$ cat src/rtl/vit_symbol_sched_322.sv
// vit_symbol_sched_322: input-side symbol sequencer for the (3,2,2) backward-label Viterbi decoder.
// Latency: sym_out is registered and valid the cycle after le; seq_ready rises on the edge that completes the preload.
// Backpressure: in_ready drops on a registered-full FIFO, once N symbols are taken, or outside FILL/RUN.
// Optional feature macro: VIT_SCHED_BYPASS_EN (adds the bypass input for direct empty-FIFO loads).

// Small synchronous FIFO with occupancy count. A push on a full FIFO and a pop on an empty FIFO are ignored.
module vit_sched_fifo #(
  parameter int W     = 3,
  parameter int DEPTH = 8
) (
  input  logic                       clock,
  input  logic                       reset,
  input  logic                       clear,
  input  logic                       push,
  input  logic [W-1:0]               push_dat,
  input  logic                       pop,
  output logic [W-1:0]               head,
  output logic                       empty,
  output logic                       full,
  output logic [$clog2(DEPTH):0]     count
);

  localparam int AW = $clog2(DEPTH);

  logic [W-1:0]  mem [DEPTH];
  logic [AW-1:0] wr_ptr;
  logic [AW-1:0] rd_ptr;
  logic          do_push;
  logic          do_pop;

  assign do_push = push & ~full;
  assign do_pop  = pop & ~empty;
  assign empty   = (count == '0);
  assign full    = (count == (AW+1)'(DEPTH));
  assign head    = mem[rd_ptr];

  // Storage write; contents are only ever read while count marks them as live, so no reset is needed.
  always_ff @(posedge clock) begin
    if (do_push) begin
      mem[wr_ptr] <= push_dat;
    end
  end

  // Pointer and occupancy tracking; pointers wrap naturally because DEPTH is a power of two.
  always_ff @(posedge clock or posedge reset) begin
    if (reset) begin
      wr_ptr <= '0;
      rd_ptr <= '0;
      count  <= '0;
    end else if (clear) begin
      wr_ptr <= '0;
      rd_ptr <= '0;
      count  <= '0;
    end else begin
      if (do_push) begin
        wr_ptr <= wr_ptr + AW'(1);
      end
      if (do_pop) begin
        rd_ptr <= rd_ptr + AW'(1);
      end
      unique case ({do_push, do_pop})
        2'b10:   count <= count + (AW+1)'(1);
        2'b01:   count <= count - (AW+1)'(1);
        default: count <= count;
      endcase
    end
  end

endmodule

module vit_symbol_sched_322 #(
  parameter int NB      = 3,
  parameter int N       = 64,
  parameter int M       = 2,
  parameter int DEPTH   = 8,
  parameter int PRELOAD = 4
) (
  input  logic          clock,
  input  logic          reset,
  input  logic          start,
  input  logic [NB-1:0] in_sym,
  input  logic          in_valid,
  output logic          in_ready,
  input  logic          le,
`ifdef VIT_SCHED_BYPASS_EN
  input  logic          bypass,
`endif
  output logic          seq_ready,
  output logic [NB-1:0] sym_out,
  output logic          busy,
  output logic          frame_done,
  output logic          underrun
);

  localparam int         AW      = $clog2(DEPTH);
  localparam logic [8:0] N_LAST  = 9'(N);
  localparam logic [8:0] TOTAL   = 9'(N + M);
  localparam logic [AW+1:0] PRE_LVL = (AW+2)'(PRELOAD);

  typedef enum logic [4:0] {
    IDLE  = 5'b00001,
    FILL  = 5'b00010,
    RUN   = 5'b00100,
    FLUSH = 5'b01000,
    DONE  = 5'b10000
  } state_t;

  state_t        state;
  logic [8:0]    push_cnt;
  logic [8:0]    pop_cnt;
  logic [8:0]    push_cnt_nxt;
  logic [8:0]    pop_nxt;

  logic          fill_st;
  logic          run_st;
  logic          quota_open;
  logic          byp_take;
  logic          push_acc;
  logic          fifo_clear;
  logic          fifo_push;
  logic          fifo_pop;
  logic [NB-1:0] fifo_head;
  logic          fifo_empty;
  logic          fifo_full;
  logic [AW:0]   fifo_count;
  logic [AW+1:0] occ_after;
  logic          fill_go;

  assign fill_st    = (state == FILL);
  assign run_st     = (state == RUN);
  assign quota_open = (push_cnt < N_LAST);

`ifdef VIT_SCHED_BYPASS_EN
  // An le that would otherwise be an erasure takes the arriving symbol straight to sym_out.
  assign byp_take = bypass & run_st & fifo_empty & le & in_valid & quota_open;
`else
  assign byp_take = 1'b0;
`endif

  // Full is the registered flag, so a same-cycle pop never opens room for a push.
  assign in_ready   = ((fill_st | run_st) & ~fifo_full & quota_open) | byp_take;
  assign push_acc   = in_valid & in_ready;
  assign fifo_push  = push_acc & ~byp_take;
  assign fifo_pop   = run_st & le & ~fifo_empty;
  assign fifo_clear = (state == IDLE) & start;

  assign push_cnt_nxt = push_cnt + 9'(push_acc);
  assign pop_nxt      = pop_cnt + 9'd1;

  // The preload test includes this cycle's push so seq_ready rises right after the qualifying push.
  assign occ_after = {1'b0, fifo_count} + (AW+2)'(fifo_push);
  assign fill_go   = (occ_after >= PRE_LVL) | (push_cnt_nxt == N_LAST);

  vit_sched_fifo #(
    .W     (NB),
    .DEPTH (DEPTH)
  ) u_fifo (
    .clock    (clock),
    .reset    (reset),
    .clear    (fifo_clear),
    .push     (fifo_push),
    .push_dat (in_sym),
    .pop      (fifo_pop),
    .head     (fifo_head),
    .empty    (fifo_empty),
    .full     (fifo_full),
    .count    (fifo_count)
  );

  // Frame sequencing: state, symbol counters and every registered output.
  always_ff @(posedge clock or posedge reset) begin
    if (reset) begin
      state      <= IDLE;
      push_cnt   <= '0;
      pop_cnt    <= '0;
      sym_out    <= '0;
      seq_ready  <= 1'b0;
      busy       <= 1'b0;
      frame_done <= 1'b0;
      underrun   <= 1'b0;
    end else begin
      frame_done <= 1'b0;
      if (push_acc) begin
        push_cnt <= push_cnt_nxt;
      end
      unique case (state)
        IDLE: begin
          if (start) begin
            state    <= FILL;
            busy     <= 1'b1;
            push_cnt <= '0;
            pop_cnt  <= '0;
            sym_out  <= '0;
            underrun <= 1'b0;
          end
        end
        FILL: begin
          if (fill_go) begin
            state     <= RUN;
            seq_ready <= 1'b1;
          end
        end
        RUN: begin
          if (le) begin
            pop_cnt <= pop_nxt;
            if (!fifo_empty) begin
              sym_out <= fifo_head;
            end else if (byp_take) begin
              sym_out <= in_sym;
            end else begin
              // Starved decoder: feed an erasure and remember it for the frame.
              sym_out  <= '0;
              underrun <= 1'b1;
            end
            if (pop_nxt == N_LAST) begin
              if (M == 0) begin
                state      <= DONE;
                seq_ready  <= 1'b0;
                frame_done <= 1'b1;
              end else begin
                state <= FLUSH;
              end
            end
          end
        end
        FLUSH: begin
          if (le) begin
            sym_out <= '0;
            pop_cnt <= pop_nxt;
            if (pop_nxt == TOTAL) begin
              state      <= DONE;
              seq_ready  <= 1'b0;
              frame_done <= 1'b1;
            end
          end
        end
        DONE: begin
          state <= IDLE;
          busy  <= 1'b0;
        end
        default: begin
          state     <= IDLE;
          busy      <= 1'b0;
          seq_ready <= 1'b0;
        end
      endcase
    end
  end

endmodule

$ cat config.mk
export PLATFORM = sky130hd
export DESIGN_NAME = vit_symbol_sched_322
export DESIGN_NICKNAME = d
export VERILOG_FILES = /design/src/rtl/vit_symbol_sched_322.sv
export SDC_FILE = /design/constraint.sdc
export NUM_CORES = 1
export LEC_CHECK = 0
export CORE_MARGIN = 4
export CORE_UTILIZATION = 40
export CTS_BUF_LIST = sky130_fd_sc_hd__clkbuf_16
export CTS_CLUSTER_SIZE = 16
export DETAILED_ROUTE_END_ITERATION = 10
export PLACE_DENSITY = 0.54
export SLEW_MARGIN = 25
export SYNTH_ARGS = -nofsm -noshare
export SYNTH_HDL_FRONTEND = slang
export SYNTH_SLANG_ARGS = --single-unit
$ cat constraint.sdc
create_clock -name clock -period 8.8 [get_ports clock]
set_input_delay 1.76 -clock clock [delete_from_list [all_inputs] [get_ports clock]]
set_output_delay 1.76 -clock clock [all_outputs]
set_load 0.02 [all_outputs]
# Yosys cells after proc, flatten, opt, wreduce, memory -nomap -nowiden
# Memories as Yosys holds them, arrays and structs flattened.
# Cells that the tools add are included.
# classes
addsub,7
magnitude_cmp,2
eq_ne,19
muxes,39
bitwise_logic,14
reduce_logical,16
# op_table
op,n
$mux W9,5
$mux W5,6
$eq A9 B7 Y1 const B,3
$mux W3,8
$pmux W5 S4,1
$pmux W9 S2,1
$mux W1,12
$reduce_and A4 Y1,3
$add A9 B1 Y9,1
$add A9 B1 Y9 const B,1
$lt A9 B7 Y1 const B,1
$pmux W3 S3,1
$and A1 B1 Y1,8
$ne A2 B1 Y1 const B,4
$ne A2 B2 Y1 const B,4
$pmux W4 S2,1
$reduce_bool A2 Y1,4
$add A3 B1 Y3 const B,2
$reduce_and A6 Y1,1
$reduce_bool A3 Y1,2
$reduce_or A3 Y1,2
$add A4 B1 Y5,1
$eq A5 B1 Y1 const B,1
$eq A5 B2 Y1 const B,1
other kinds (18),23
# totals
register_bits,40
ramBits,24
inputBits,8
wordCells,109
n_memories,1
# mem_list
memory,depth,word_bits,read_ports,rd_clocked_by_memory_dff,write_ports,line_no,rtl
u_fifo.mem,8,3,1,0,1,25,logic [W-1:0] mem [DEPTH];

# Depth between registers and ports, before layout
# logic_depth
depth_word,10
mapped_depth,14
mapped_depth_nobuf,12

# Modules after synthesis
# From an unflattened synthesis, not the netlist that was laid out.
# hier_totals
hier_cells,340
hier_area_um2,3611.0
# modules_own_cells
mod,n_inst,cells_per_inst,area_each_um2,seq_area_each_um2
vit_symbol_sched_322,1,218,1955.6,752.0
vit_sched_fifo,1,122,1655.3,970.9

# Least setup slack after synthesis
# OpenSTA, ideal clock, no wires.
# synth_timing
kind,in2reg
startpoint,input in_valid
endpoint,register seq_ready
setup_ns,0.119
t_arrival_ns,3.617
required_time_ns,8.681
setup_slack_ns,5.064
stages,10
cell_sequence,nand2_8 inv_6 buf_6 ha_1 nand3_1 nor3_1 mux2_2 o2111a_1 o41ai_1 a21bo_2
# synth_between
elab_chain_len,6
elab_cells_between_ends,8
cone_classes,add/sub: 2; order compare: 1; eq/ne: 2; bitwise: 2; reduce/logical: 1
# synth_lines
item,line_no,rtl
from (decl),82,"input logic in_valid,"
$and A1 B1 Y1 (*),142,assign push_acc = in_valid & in_ready;
$add A4 B1 Y5 / $add A9 B1 Y9 (equally long branches),"151, 147",
$ge A5 B3 Y1 / $eq A9 B7 Y1 (equally long branches),152,assign fill_go = (occ_after >= PRE_LVL) | (push_cnt_nxt == N_LAST);
$or A1 B1 Y1 (*),152,
$ne A2 B1 Y1 (no line) (*),n/a,
$reduce_and A4 Y1 (no line) (*),n/a,
to (signal assigned),177,seq_ready <= 1'b0;
to (signal assigned),200,seq_ready <= 1'b1;
to (signal assigned),218,seq_ready <= 1'b0;
to (decl),88,"output logic seq_ready,"
# Every way passes the cells marked *; elsewhere a longest branch is shown, timed or not.
# A chain may end at the register's enable or synchronous reset.

# Final worst setup path
# Same ends and word-level chain as after synthesis.

==> impl_results.md <==
* Antenna violations before repair at 0
* Remaining global-route overflow at 0
* Ports placed on the boundary at 16
* X dimension of the die at 101 um
* Diodes inserted at 0
* Startpoint of the worst-slack reg-to-reg timing path: state[2]
* Clk root buf: clkbuf_16
* GR Util met2 at 0.220
* Clock Sink Count at 64
* Syn_nets at 327
* R2R Setup Slk at 5550 ps
* Row count at 33
* Max-slew headroom at the worst pin at 0.387
* Min-Delay Path Class: register to register
* Core outline area at 0.00830 mm2
* Unrepaired setup endpoints after global routing: false
* Largest net degree at the start of global routing at 41
* Maximum level of the CTS H-tree at 3
* Clk pin slew, worst setup/hold paths at approximately 50 ps
* Data arrival time of the worst path at approximately 4400 ps
* Core Util, Final at 0.483
* Total of cells resized after clock tree synthesis at 0
* Post-synth top cells: dfrtp_1 (39), nand2_1 (29), nor2_1 (28), edfxtp_1 (24), o21ai_0 (15)
* Number of enable flip-flop cells after synthesis at 24
* Via count of the first global-routing pass at between 2000 and 2500
* Slew @ Worst Pin at approximately 920 ps
* Maximum Capacitance Violations at 0
* Final sum of negative setup slack at 0 ps
* Wire length of the first global-routing pass at 11800 um
* Final Setup Violations at 0
* Share of synthesized registers carrying an async set or reset at 0.625
* Synth top area share at 0.282
* Cell with the most instances after synthesis: dfrtp_1
* Last weighted congestion value of the routability-driven placer at 0.735
* Setup fix buffers added after clock tree synthesis at 0
* Element type at the critical path start: input pin
* Slowest cell on the critical path: clkdlybuf4s50_1
* Area Growth Syn to Fin at 15.9%
* Capture point of the worst reg-to-reg path: seq_ready
* Total routing resource utilization after global routing at 0.148
* Total die area at ~0.01 mm2
* Worst-path fanout max at 13
* Cells after synthesis at slightly above 300
* Maximum vdd ir drop at approximately 110 uV
* Warnings, synthesis at 0
* Buffer depth of the longest clock path at 2
* Most used routing layer in global routing: met2
* # hold bufs at CTS at 0
* Final Skew at 3.80 ps
* PwrDens at 265 mW/mm2
* Number of nets in the layout at approximately 340
* Via total after detailed routing at between 2000 and 2500
* Placed Instance Area at approximately 0.0037 mm2
* Maximum clock frequency at between 200 and 250 MHz
* Fraction of met1 tracks used by global routing at 0.208
* Fraction of layout instances using a drive strength above 1 at 0.120
* Crit path capture type: register
* Min Clock Period, post-route at 4190 ps
* Number of clock buffers inserted by TritonCTS at 9
* Max Slew Vio Count at 0
* Static leakage at around 1.6 nW
* Cell chain of the critical path: clkdlybuf4s50_1, nand2_8, inv_6, ha_1, nand3_1, nor3_1, mux2_2, o2111a_1, o41ai_1, a21bo_2
* Vert. Die Dim at about 100 um
* Dominant cell type by area after synthesis: dfrtp_1
* Clock latency of the later-clocked register in the worst-skew pair at about 330 ps
* Max stage delay on crit path at slightly below 600 ps
* Min-Delay Path Depth at 2
* Sequential area share after synthesis at 0.497
* Total wire length after detailed routing at 6800 um
* Hold Violations, Final at 0
* Dominant register cell in the synthesized netlist: dfrtp_1
* Worst slack at placement at 4300 ps
* Final std cell area, no fill at between 0.004 and 0.005 mm2
* Routed wire per std cell at roughly 16 um
* Number of iterations in the first detailed-routing pass at 4
* Number of vias per cell after detailed routing at between 5 and 6
* Number of different library cells in the post-synthesis netlist at 65
* Post-detailed-route count of antenna-violating nets at 0
* Worst path required time at between 9000 and 10000 ps
* Count of routing violations after the opening detailed-route iteration at between 70 and 80
* Synth top area cells: dfrtp_1 (28%), edfxtp_1 (21%), ha_1 (4.0%)
* Post-Syn Area at 0.00346 mm2
* TritonCTS clock tree: built
* Outcome: complete, no violations
* Met3 layer usage reported by global route at 0.0374
* #FFs+latches synth at 64
* Effective utilization at floorplan at 0.417
* Buf+Inv Stages, Crit Path at 2
* Final Cycle Share at 0.476
* Final HPWL from detailed placement at 4720 um
* Synthesized area per cell at ~11 um2
* Final setup margin at 4610 ps
* # port buffers at 15
* Setup CP Type: input pin to register
* Sink of the worst hold path: sym_out[1]
* Worst reg2reg path depth at 11
* Hold_sp: sym_out[1]
* CP delay by family, top: buffers and inverters
* Number of design rule violations left after detail routing at 0
-- cell usage in the layout (no fill, tap or decap), types with 6 or more instances in the layout --
master           netlist  routed
a21oi_1                7       7
a31oi_1                7       7
clkbuf_16              0       9
clkdlybuf4s50_1        0      15
dfrtp_1               39      39
edfxtp_1              24      24
ha_1                  11      11
inv_1                  8       7
mux2i_1                8       8
mux4_2                 6       6
nand2_1               29      29
nand3_1                7       7
nor2_1                28      28
nor3_1                 8       8
nor4_1                 6       6
o21ai_0               15      15
o31ai_1                6       6
xor2_1                 8       8
-- cell type report --
class,count,area (um2)
Inverter,9,38.8
Tap cell,105,131
Multi-Input combinational cell,219,1620
Fill cell,754,4290
Timing Repair Buffer,16,158
Clock buffer,9,225
Sequential cell,64,1720
Clock inverter,7,120
-- how the worst max path moves through the flow --
stage	from	to	depth (start not counted)
floorplan	in_valid	seq_ready	10
global placement	in_valid	seq_ready	10
detailed placement	in_valid	seq_ready	10
CTS	in_valid	seq_ready	10
global route	in_valid	seq_ready	10
finish	in_valid	seq_ready	10
-- per-layer routing --
metal | vias to the layer above | routed length [um]
met1 | 1135 | 3430
met3 | 10 | 206
met5 | - | 0
met2 | 28 | 3060
met4 | 0 | 101
li1 | 1166 | -
-- registers in the layout, indices dropped and copies added, names as in the netlist --
name,count
busy,1
pop_cnt,9
state,5
sym_out,3
seq_ready,1
u_fifo.count,4
underrun,1
u_fifo.wr_ptr,3
frame_done,1
push_cnt,9
u_fifo.rd_ptr,3
u_fifo.mem,24
-- through the flow --
stage | std cells | hold WS [ps] | power (mW)
2_1_floorplan | 307 | 466 | 0.589
5_1_grt | 429 | 511 | 1.12
6_report | 429 | 480 | 1.06
3_5_place_dp | 413 | 474 | 0.660
3_3_place_gp | 413 | 478 | 0.659
4_1_cts | 429 | 487 | 1.07
-- logic make-up after synthesis --
family,share of synthesized area
flops,0.497
xor+xnor,0.0408
simple gates,0.206
mux,0.0654
compound gates,0.109
buf+inv,0.0358
fa+ha+maj,0.0455
-- power by group --
part | internal [mW] | total, mW | leakage [nW] | switching, mW
Sequential | 0.342 | 0.389 | 0.763 | 0.0472
Combinational | 0.107 | 0.265 | 0.661 | 0.158
Clock | 0.277 | 0.411 | 0.167 | 0.134
-- worst reg2reg max path: stages, from the launching register on --
cell and delay (ps):
dfrtp_1 570, xor2_1 210, and4_4 320, nand2_8 90, inv_6 140, ha_1 190
nand3_1 210, nor3_1 310, mux2_2 380, o2111a_1 260, o41ai_1 210, a21bo_2 250
Power figures use the tool's default switching activity.
==> patch, RTL diff (same flow settings) <==
Add a define of `VIT_SCHED_BYPASS_EN`.
--- a/src/rtl/vit_symbol_sched_322.sv
+++ b/src/rtl/vit_symbol_sched_322.sv
@@ -4,6 +4,8 @@
 // Optional feature macro: VIT_SCHED_BYPASS_EN (adds the bypass input for direct empty-FIFO loads).
 
 // Small synchronous FIFO with occupancy count. A push on a full FIFO and a pop on an empty FIFO are ignored.
+`define VIT_SCHED_BYPASS_EN
+
 module vit_sched_fifo #(
   parameter int W     = 3,
   parameter int DEPTH = 8
Ports: changed (added bypass); port bits go from 16 to 17. The function was not compared with the original's and may differ.
==> patch against the original RTL <==
Wire length decreased by 0.22%; worst hold slack improved by 0.030 ns; total power decreased by 3.2%; setup slack got worse by 0.41 ns; register-to-register slack got worse by 0.34 ns; design area decreased by 1.1%; synthesized area decreased by 3.0%; first-iteration DRC count increased by 61%; sequential cell count unchanged; critical endpoint unchanged; largest power group unchanged.
==> patch: results (changes against the original RTL) <==
| Metric | Value |
|---|---|
| Tot GR Track Use | `14.6% (-0.17 points)` |
| Placer Congestion | `0.768 (+4.5%)` |
| Routed met1 length | `3410 um (-0.61%)` |
| Inverters | `10 (+1)` |
| Post-placement cell count | `422 (+2.2%)` |
| Non-clock buffer share | `4.42% (+0.49 points)` |
| Multi-input combinational area share | `39.2% (-1.1 points)` |
| Critical Path Fanout Max | `6 (-7)` |
| M1 GR Usage | `20.5% (-0.28 points)` |
| CORE AREA | `8180 um^2 (-1.5%)` |
| DRT iter0 DRCs | `116 (+61%)` |
| Register share of the cell area | `43.4% (+0.49 points)` |
| Port Buffers | `16 (+1)` |
| Vias per cell | `5.31 (-2.6%)` |
| Outcome | `finished clean` |
| Clk_skew | `0.00567 ns (+0.00186 ns)` |
| Worst Hold Path EP | `underrun` |
| Static Leak | `1.60 nW (+0.40%)` |
| Sw Ratio | `30.4% (-1.5 points)` |
| Via Count | `2327 (-0.51%)` |
| Sequential cell area fraction in the yosys report | `51.3% (+1.6 points)` |
| Clock network contribution to total cell area | `8.67% (+0.066 points)` |
| Multi-input logic area | `1560 um^2 (-3.7%)` |
| Clock network fraction of total power | `39.7% (+1.1 points)` |
| First-pass GRT wire length | `11400 um (-3.3%)` |
| Layout cells sized above 1 | `12.0% (-0.025 points)` |
==> patch: cell count changes after synthesis, moves of 4 or more <==
cell	delta
o31ai_1	-4
nor4_1	-5
and3_1	+8
o21ai_0	+8
buf_2	-5
clkbuf_1	+4
==> patch: metrics by stage <==
step | hold WS [ns] | setup WS, ns
after floorplan | 0.489 | 4.87
after global placement | 0.506 | 3.93
after detailed placement | 0.502 | 3.82
after CTS | 0.514 | 4.15
after global routing | 0.537 | 3.84
final | 0.510 | 4.20
==> patch: cell families (layout without fill, tap and decap cells) <==
group | after synthesis | in the layout | synth area share [%]
and+or+nand+nor | 129 | 129 | 20.8
DFF | 64 | 64 | 51.3
AOI/OAI and AO/OA | 58 | 58 | 11.3
buffers and inverters | 20 | 44 | 2.35
muxes | 14 | 14 | 6.45
adders and majority gates | 12 | 12 | 4.69
xor gates and xnor gates | 12 | 12 | 3.13
